### config.mk
export PLATFORM = sky130hd
export DESIGN_NAME = seven_seg_scan_decoder_flat
export DESIGN_NICKNAME = d
export VERILOG_FILES = /design/src/rtl/seven_seg_scan_decoder_if.sv /design/src/rtl/seven_seg_scan_decoder.sv /design/src/flat_wrapper.sv
export SDC_FILE = /design/constraint.sdc
export NUM_CORES = 1
export LEC_CHECK = 0
export ABC_AREA = 1
export CAP_MARGIN = 40
export CORE_MARGIN = 2
export CORE_UTILIZATION = 48
export CTS_CLUSTER_DIAMETER = 40
export DETAILED_ROUTE_END_ITERATION = 16
export PLACE_DENSITY_LB_ADDON = 0.3
export REMOVE_ABC_BUFFERS = 1
export SYNTH_ARGS = -nofsm -noshare
export SYNTH_HDL_FRONTEND = slang
export SYNTH_SLANG_ARGS = --single-unit
### constraint.sdc
create_clock -name clock -period 2.1 [get_ports clock]
set_input_delay 0.315 -clock clock [delete_from_list [all_inputs] [get_ports clock]]
set_output_delay 0.315 -clock clock [all_outputs]
set_load 0.03 [all_outputs]
### src/rtl/seven_seg_scan_decoder_if.sv
// Display-side bundle: active-low segment/anode lines in, decoded frame and error pulses out.
interface seven_seg_scan_decoder_if;
  logic [6:0]  C_LED;
  logic [3:0]  A_LED;
  logic [15:0] frame_value;
  logic        frame_valid;
  logic [3:0]  digit_valid;
  logic        seg_error;
  logic        anode_error;
  logic        seq_error;

  // master drives the display lines and observes results; slave is the decoder
  modport master (
    output C_LED, A_LED,
    input  frame_value, frame_valid, digit_valid, seg_error, anode_error, seq_error
  );

  modport slave (
    input  C_LED, A_LED,
    output frame_value, frame_valid, digit_valid, seg_error, anode_error, seq_error
  );
endinterface

### src/rtl/seven_seg_scan_decoder.sv
// Decodes a multiplexed active-low 4-digit seven-segment scan back into a 16-bit frame, with error flags.
// Define SEG_DEC_SYNC_EN to add a two-flop input synchroniser (commit latency STABLE_CYCLES+2 instead of STABLE_CYCLES).
module seven_seg_scan_decoder #(
  parameter int STABLE_CYCLES = 4
) (
  input logic                    clock,
  input logic                    reset_n,
  seven_seg_scan_decoder_if.slave bus
);

  typedef enum logic {SYNC, COLLECT} state_t;

  logic [10:0] samp;
  logic [10:0] prev;
  logic [7:0]  stab;
  logic        commit;

`ifdef SEG_DEC_SYNC_EN
  logic [10:0] sync1;
  logic [10:0] sync2;

  // Synchroniser resets to the blank pattern so reset release looks like an idle display.
  always_ff @(posedge clock or negedge reset_n) begin
    if (!reset_n) begin
      sync1 <= '1;
      sync2 <= '1;
    end else begin
      sync1 <= {bus.A_LED, bus.C_LED};
      sync2 <= sync1;
    end
  end

  assign samp = sync2;
`else
  assign samp = {bus.A_LED, bus.C_LED};
`endif

  always_ff @(posedge clock or negedge reset_n) begin
    if (!reset_n) begin
      prev <= '1;
      stab <= '0;
    end else begin
      prev <= samp;
      if (samp != prev)
        stab <= '0;
      else if (stab != 8'(STABLE_CYCLES))
        stab <= stab + 8'd1;
    end
  end

  // Saturation keeps stab from revisiting STABLE_CYCLES-1, so one commit per stable window.
  assign commit = (stab == 8'(STABLE_CYCLES - 1));

  function automatic logic [4:0] seg_decode(input logic [6:0] seg);
    logic [4:0] r;
    case (seg)
      7'h40:   r = {1'b1, 4'h0};
      7'h79:   r = {1'b1, 4'h1};
      7'h24:   r = {1'b1, 4'h2};
      7'h30:   r = {1'b1, 4'h3};
      7'h19:   r = {1'b1, 4'h4};
      7'h12:   r = {1'b1, 4'h5};
      7'h02:   r = {1'b1, 4'h6};
      7'h78:   r = {1'b1, 4'h7};
      7'h00:   r = {1'b1, 4'h8};
      7'h10:   r = {1'b1, 4'h9};
      7'h08:   r = {1'b1, 4'hA};
      7'h03:   r = {1'b1, 4'hB};
      7'h46:   r = {1'b1, 4'hC};
      7'h21:   r = {1'b1, 4'hD};
      7'h06:   r = {1'b1, 4'hE};
      7'h0E:   r = {1'b1, 4'hF};
      default: r = 5'b0_0000;
    endcase
    return r;
  endfunction

  function automatic logic [2:0] anode_decode(input logic [3:0] an);
    logic [2:0] r;
    case (an)
      4'b1110: r = {1'b1, 2'd0};
      4'b1101: r = {1'b1, 2'd1};
      4'b1011: r = {1'b1, 2'd2};
      4'b0111: r = {1'b1, 2'd3};
      default: r = 3'b000;
    endcase
    return r;
  endfunction

  logic [4:0] seg_dec;
  logic [2:0] an_dec;
  logic       blank;
  logic       seg_ok;
  logic       an_ok;
  logic [3:0] nib;
  logic [1:0] dig;

  assign seg_dec = seg_decode(prev[6:0]);
  assign an_dec  = anode_decode(prev[10:7]);
  assign blank   = (prev[10:7] == 4'hF);
  assign seg_ok  = seg_dec[4];
  assign nib     = seg_dec[3:0];
  assign an_ok   = an_dec[2];
  assign dig     = an_dec[1:0];

  state_t      state;
  logic [1:0]  exp_idx;
  logic [11:0] part;
  logic [15:0] frame_value_q;
  logic        frame_valid_q;
  logic [3:0]  digit_valid_q;
  logic        seg_error_q;
  logic        anode_error_q;
  logic        seq_error_q;

  always_ff @(posedge clock or negedge reset_n) begin
    if (!reset_n) begin
      state         <= SYNC;
      exp_idx       <= 2'd0;
      part          <= '0;
      frame_value_q <= '0;
      frame_valid_q <= 1'b0;
      digit_valid_q <= '0;
      seg_error_q   <= 1'b0;
      anode_error_q <= 1'b0;
      seq_error_q   <= 1'b0;
    end else begin
      frame_valid_q <= 1'b0;
      seg_error_q   <= 1'b0;
      anode_error_q <= 1'b0;
      seq_error_q   <= 1'b0;

      if (commit && !blank) begin
        if (!an_ok) begin
          anode_error_q <= 1'b1;
          state         <= SYNC;
          digit_valid_q <= '0;
        end else if (!seg_ok) begin
          seg_error_q   <= 1'b1;
          state         <= SYNC;
          digit_valid_q <= '0;
        end else begin
          case (state)
            SYNC: begin
              // Digits 1..3 are dropped silently until the scan comes round to digit 0.
              if (dig == 2'd0) begin
                part[3:0]     <= nib;
                digit_valid_q <= 4'b0001;
                exp_idx       <= 2'd1;
                state         <= COLLECT;
              end
            end
            COLLECT: begin
              if (dig != exp_idx) begin
                seq_error_q   <= 1'b1;
                state         <= SYNC;
                digit_valid_q <= '0;
              end else if (dig == 2'd3) begin
                frame_value_q <= {nib, part};
                frame_valid_q <= 1'b1;
                digit_valid_q <= '0;
                exp_idx       <= 2'd0;
              end else begin
                part[4*dig +: 4]   <= nib;
                digit_valid_q[dig] <= 1'b1;
                exp_idx            <= exp_idx + 2'd1;
              end
            end
            default: state <= SYNC;
          endcase
        end
      end
    end
  end

  assign bus.frame_value = frame_value_q;
  assign bus.frame_valid = frame_valid_q;
  assign bus.digit_valid = digit_valid_q;
  assign bus.seg_error   = seg_error_q;
  assign bus.anode_error = anode_error_q;
  assign bus.seq_error   = seq_error_q;

endmodule

### src/flat_wrapper.sv
// flat-port wrapper written by rule: the top's interface ports become plain ports
module seven_seg_scan_decoder_flat 
#(
  parameter int STABLE_CYCLES = 4
)
  (clock, reset_n, bus_C_LED, bus_A_LED, bus_frame_value, bus_frame_valid, bus_digit_valid, bus_seg_error, bus_anode_error, bus_seq_error);
  seven_seg_scan_decoder_if bus_i ();
  input logic clock;
  input logic reset_n;
  input wire logic [$bits(bus_i.C_LED)-1:0] bus_C_LED;
  input wire logic [$bits(bus_i.A_LED)-1:0] bus_A_LED;
  output wire logic [$bits(bus_i.frame_value)-1:0] bus_frame_value;
  output wire logic [$bits(bus_i.frame_valid)-1:0] bus_frame_valid;
  output wire logic [$bits(bus_i.digit_valid)-1:0] bus_digit_valid;
  output wire logic [$bits(bus_i.seg_error)-1:0] bus_seg_error;
  output wire logic [$bits(bus_i.anode_error)-1:0] bus_anode_error;
  output wire logic [$bits(bus_i.seq_error)-1:0] bus_seq_error;
  assign bus_i.C_LED = bus_C_LED;
  assign bus_i.A_LED = bus_A_LED;
  assign bus_frame_value = bus_i.frame_value;
  assign bus_frame_valid = bus_i.frame_valid;
  assign bus_digit_valid = bus_i.digit_valid;
  assign bus_seg_error = bus_i.seg_error;
  assign bus_anode_error = bus_i.anode_error;
  assign bus_seq_error = bus_i.seq_error;
  seven_seg_scan_decoder #(.STABLE_CYCLES(STABLE_CYCLES)) u_core (.clock(clock), .reset_n(reset_n), .bus(bus_i));
endmodule
Word-level counts from Yosys, hierarchy flattened
Cells that the tools add are included.

operators by class
  add/sub/neg operators = 3
  $lt $le $gt $ge = 2
  eq/ne operators = 29
  shifts and indexed selects = 2
  muxes and demuxes = 42
  bitwise gates (word level) = 4
  reduce and logical (&&, ||, !) cells = 11

operators with widths
  cell                                                                      number
  5-bit one-hot mux with 16 select lines                                    1
  4-bit negator with 34-bit output                                          1
  4-bit by 34-bit variable shift with 12-bit output (first input constant)  1
  4-bit by 34-bit variable part select with 12-bit output                   1
  4-bit two-way mux                                                         8
  7-bit equality test (second input constant)                               4
  7-bit by 5-bit equality test with 1-bit output (second input constant)    3
  7-bit by 6-bit equality test with 1-bit output (second input constant)    3
  1-bit two-way mux                                                         21
  6-bit AND reduction                                                       3
  4-bit equality test (second input constant)                               4
  8-bit two-way mux                                                         2
  4-bit one-hot mux with 2 select lines                                     2
  7-bit by 2-bit equality test with 1-bit output (second input constant)    2
  7-bit by 4-bit equality test with 1-bit output (second input constant)    2
  12-bit bitwise mux                                                        1
  3-bit one-hot mux with 4 select lines                                     1
  11-bit != test                                                            1
  8-bit by 1-bit adder with 8-bit output (second input constant)            1
  8-bit by 2-bit equality test with 1-bit output (second input constant)    1
  8-bit by 3-bit != test with 1-bit output (second input constant)          1
  7-bit by 3-bit equality test with 1-bit output (second input constant)    1
  7-bit logical NOT                                                         1
  2-bit two-way mux                                                         3
  other kinds (20)                                                          24

storage, ports and cells
  register bits after elaboration = 58
  output and inout port bits = 24

Depth between registers and ports, before layout
  depth after elaboration = 12
  depth in mapped cells = 14
  mapped depth without buffers = 13

Least setup slack after synthesis
OpenSTA, ideal clock, no wires.

  path kind = reg2reg
  from = register u_core.prev[7]
  to = register u_core.part[0]
  setup time = 0.065 ns
  data arrival time = 1.878 ns
  slack = 0.156 ns
  cell stages (with the launch flop) = 14
  clock period less this slack = 1.944 ns
  path through = dfstp_2 > inv_1 > nor2_1 > nand2_2 > nand2_2 > inv_1 > ha_1 > inv_1 > nand3_1 > o21ai_0 > inv_1 > a21oi_1 > nand3_1 > nand2_1

on the way
  cells in the longest elaborated chain, start to end = 8
  elaborated cells between the ends (all ways) = 22
  those cells by class = 1 x add/sub; 10 x eq/ne; 2 x shift; 5 x mux; 4 x reduce/logical

ends and longest elaborated chain
  element                                                                                                                       line                           text
  start: declaration                                                                                                            seven_seg_scan_decoder.sv:14   logic [10:0] prev;
  start signal: assignment                                                                                                      seven_seg_scan_decoder.sv:43   prev <= samp;
  4-bit by 3-bit equality test with 1-bit output or 4-bit equality test (tied branches)                                         seven_seg_scan_decoder.sv:80   case (an)
  3-bit one-hot mux with 4 select lines                                                                                         seven_seg_scan_decoder.sv:80
  4-bit negator with 34-bit output                                                                                              seven_seg_scan_decoder.sv:164  part[4*dig +: 4] <= nib;
  4-bit by 34-bit variable part select with 12-bit output or 4-bit by 34-bit variable shift with 12-bit output (tied branches)  seven_seg_scan_decoder.sv:164
  12-bit bitwise mux                                                                                                            seven_seg_scan_decoder.sv:164
  4-bit two-way mux                                                                                                             seven_seg_scan_decoder.sv:158  end else if (dig == 2'd3) begin
  4-bit two-way mux                                                                                                             seven_seg_scan_decoder.sv:154  if (dig != exp_idx) begin
  4-bit one-hot mux with 2 select lines                                                                                         seven_seg_scan_decoder.sv:143  case (state)
  end signal: assignment                                                                                                        seven_seg_scan_decoder.sv:147  part[3:0] <= nib;
  end signal: indexed assignment                                                                                                seven_seg_scan_decoder.sv:164
  end: declaration                                                                                                              seven_seg_scan_decoder.sv:108  logic [11:0] part;

Several ways; a longest one is shown, not always the timed one. The select of a mux whose other input is x is not followed.
A chain may end at the register's enable or synchronous reset.

Worst setup path in the final report
  from = register u_core.prev[6]
  to = register u_core.part[7]

on the way
  cells in the longest elaborated chain, start to end = 4
  elaborated cells between the ends (all ways) = 20
  those cells by class = 15 x eq/ne; 1 x shift; 2 x mux; 2 x reduce/logical

ends and longest elaborated chain
  element                                                                       line                           text
  7-bit by 4-bit equality test with 1-bit output, or another cell as far along  seven_seg_scan_decoder.sv:56   case (seg)
  5-bit one-hot mux with 16 select lines (*)                                    seven_seg_scan_decoder.sv:56
  4-bit by 34-bit variable part select with 12-bit output                       seven_seg_scan_decoder.sv:164
  12-bit bitwise mux                                                            seven_seg_scan_decoder.sv:164

Mark *: on every way between the ends. The rest lies on a longest branch, timed or not.

==> qor.yml <==
outcome:
  outcome: "finished, final reports clean"
synth:
  syn_area_per_cell_um2: 7.675
  yosysSeqAreaShare_pct: 44.19
  ys.flop_type: "dfrtp_1"
  synth_seq_cells: 58
  synth.yosys.warnings: 0
  synth-edff-count: 0
  yosysUniqueCellTypes: 31
  syn-cell-area_um2: 3316
  ys_async_sr_fraction_pct: 100.0
  synth_cells: 432
sta:
  slew_violations: 0
  setup_viol: 0
  totalNegativeSetupSlack_ps: 0
  fin_skew_ps: 10.57
  fmax_ghz: 0.4959
  worst_pin_slew_ps: 703.3
  finalCritPeriodShare_pct: 96.02
  hold_viol_final: 0
  min_period_ps: 2016
  setup_ws_ps: 83.52
  slew_headroom_pct: 53.11
  rsz0062_at_grt: "true"
die:
  start_util_pct: 49.07
  die_area_um2: 7588
  rows: 30
  dieHeight_um: 87.11
  die_w_um: 87.11
  core_um2: 6756
  top_level_ports: 37
placement:
  port_buffers: 36
  gp_congestion: 0.8887
  post-place-ws_ps: 21.14
  hpwl_um: 5235
critical_path:
  crit_cells: 11
  critPathMaxFanout: 8
  r2r_setup_slack_ps: 80
  critical_path_class: "reg -> reg"
  reg2reg_depth: 11
  crit_top_cell: "nand2_1"
  cp_slowest_stage_delay_ps: 620
  worstPathArrival_ps: 2250
  r2r-end: "u_core.part[7]$_DFFE_PN0P_"
  path_delay_family: "simple AND/OR/NAND/NOR gates"
  cp.buffers_inverters: 1
  cp-end-kind: "flop"
  startpoint_type: "flop"
  cp_slowest_cell: "dfstp_2"
  reg2reg_from: "u_core.prev[6]$_DFF_PN1_"
  path_cells: "inv_2 -> nor2_2 -> nand3_2 -> nand2_1 -> nor2_1 -> nand2_1 -> nor2_4 -> nor2_8 -> nand3_2 -> nand2_1 -> nand2_1"
  required_ps: 2330
route:
  postRouteAntennaNets: 0
  wl_met1_um: 3270
  drtPass1Iterations: 4
  met2WireLength_um: 3725
  vias_per_cell: 5.096
  highest_layer: "met4"
  num_vias: 2925
  dr_wl_met3_um: 247
  drt_iter0_markers: 107
  drcViolationCount: 0
  wirelength_um: 7334
  wl_per_cell_um: 12.78
final_layout:
  seq_area_um2: 1465
  area_growth_pct: 24.98
  layout_commonest_cell: "nand2_1"
  nNetsFinal: 511
  nFillCells: 641
  final_cell_mix: "nand2_1, nand3_1, dfrtp_1"
  multi_input_area_um2: 1724
  diodes: 0
  drive_gt1_share_pct: 20.85
global_routing:
  grt_pass1_vias: 2729
  grt_pass1_wl_um: 12000
  grt_max_degree: 59
  antenna_found_initial: 0
  grt_overflow: 0
  grt_use_total_pct: 20.29
worst_hold_path:
  hold_path_class: "in -> async"
clock_tree:
  root_buffer: "clkbuf_8"
  clk_latency_ps: 350
  numCtsBuffers: 9
  clk_path_buf_depth: 2
  cts-hold-fix-buffers: 0
  clock-sinks: 58
  clk_pin_slew_ps: 70
  cts_tree: "built"
  htreeDepth: 3
pwr:
  cellLeakagePower_nw: 1.990
  power_density_nw_per_um2: 581.0
  peakVddDrop_mv: 0.3781
flow_run:
  max_cap_viol_count: 0
## synth_stat cells (2+ instances only)
library cell	instances	area share, %
nand2_1	111	13
nand3_1	52	7.8
nor2_1	51	5.8
dfrtp_1	47	35
inv_1	37	4.2
nand2_2	19	3.6
nor3_1	16	2.4
dfstp_2	11	8.7
o21ai_0	11	1.7
a21oi_1	10	1.5
inv_2	9	1.0
ha_1	7	2.6
nor2_2	7	1.3
xor2_1	7	1.8
xnor2_1	5	1.3
buf_4	4	0.91
nand4_1	4	0.75
o21ai_1	4	0.60
o21ai_2	4	1.1
nor2_4	3	1.0
nand2_4	2	0.68
nor4_1	2	0.38
## how the worst max path moves through the flow
stage	from	end	slack (ps)
after floorplan	u_core.prev[8]$_DFF_PN1_	u_core.bus.frame_value[14]$_DFFE_PN0P_	40
after global placement	u_core.prev[7]$_DFF_PN1_	u_core.part[0]$_DFFE_PN0P_	120
after detailed placement	u_core.prev[7]$_DFF_PN1_	u_core.part[2]$_DFFE_PN0P_	20
after CTS	u_core.prev[7]$_DFF_PN1_	u_core.part[2]$_DFFE_PN0P_	3
after global routing	u_core.prev[5]$_DFF_PN1_	u_core.part[7]$_DFFE_PN0P_	-50
final	u_core.prev[6]$_DFF_PN1_	u_core.part[7]$_DFFE_PN0P_	80
## power by group
part	switching [mW]	internal (mW)
Sequential	0.0192	1.14
Clock	0.427	0.594
Combinational	0.144	0.0846
Total	0.590	1.82
## metal layers
layer / vias to the layer above / GRT usage [%]
met1: 1361 / 24.94
met2: 53 / 34.14
met4: 0 / 7.552
met5: - / 0
li1: 1501 / -
met3: 10 / 5.498
## per-stage QoR
| step | cells | hold slack (ps) | total power, mW | area [µm²] | utilization, % |
|---|---|---|---|---|---|
| after global placement | 554 | 452.3 | 1.383 | 3815 | 56.46 |
| after global routing | 574 | 176.2 | 2.504 | 4144 | 61.33 |
| final | 574 | 94.32 | 2.408 | 4144 | 61.33 |
| after floorplan | 426 | 19.41 | 1.293 | 3269 | - |
| after CTS | 568 | 127.4 | 2.410 | 4006 | 59.30 |
| after detailed placement | 554 | 457.5 | 1.387 | 3815 | 56.46 |
## logic make-up after synthesis
kind of cell | share of synthesized area [%]
buf+inv | 6.603
compound gates | 5.472
fa+ha+maj | 2.641
xor+xnor | 3.170
flops | 44.19
simple gates | 37.92
## final cells by class
cell class                 count  area share, %
tap                           80          2.415
timing repair buffer          53          11.84
inverter                      46          4.167
multi-input combinational    323          41.61
sequential                    58          35.36
clock inverter                 3         0.9662
clock buffer                  11          3.653
## flip-flops by register name (all words and copies together), names as in the netlist, 2 cells and up
name and flops:
u_core.bus.digit_valid 4, u_core.part 12, u_core.prev 11, u_core.bus.frame_value 16, u_core.exp_idx 2, u_core.stab 8
## worst register-to-register path, stage by stage, from the launching register on
cell	delay, ps
dfstp_2	620
inv_2	80
nor2_2	170
nand3_2	120
nand2_1	130
nor2_1	70
nand2_1	100
nor2_4	60
nor2_8	240
nand3_2	150
nand2_1	110
nand2_1	50
## timing repair
item	CTS	global route
gates resized for setup	0	20
setup buffers	0	5
setup endpoints to repair	0	34
(Power assumes the default switching activity.)
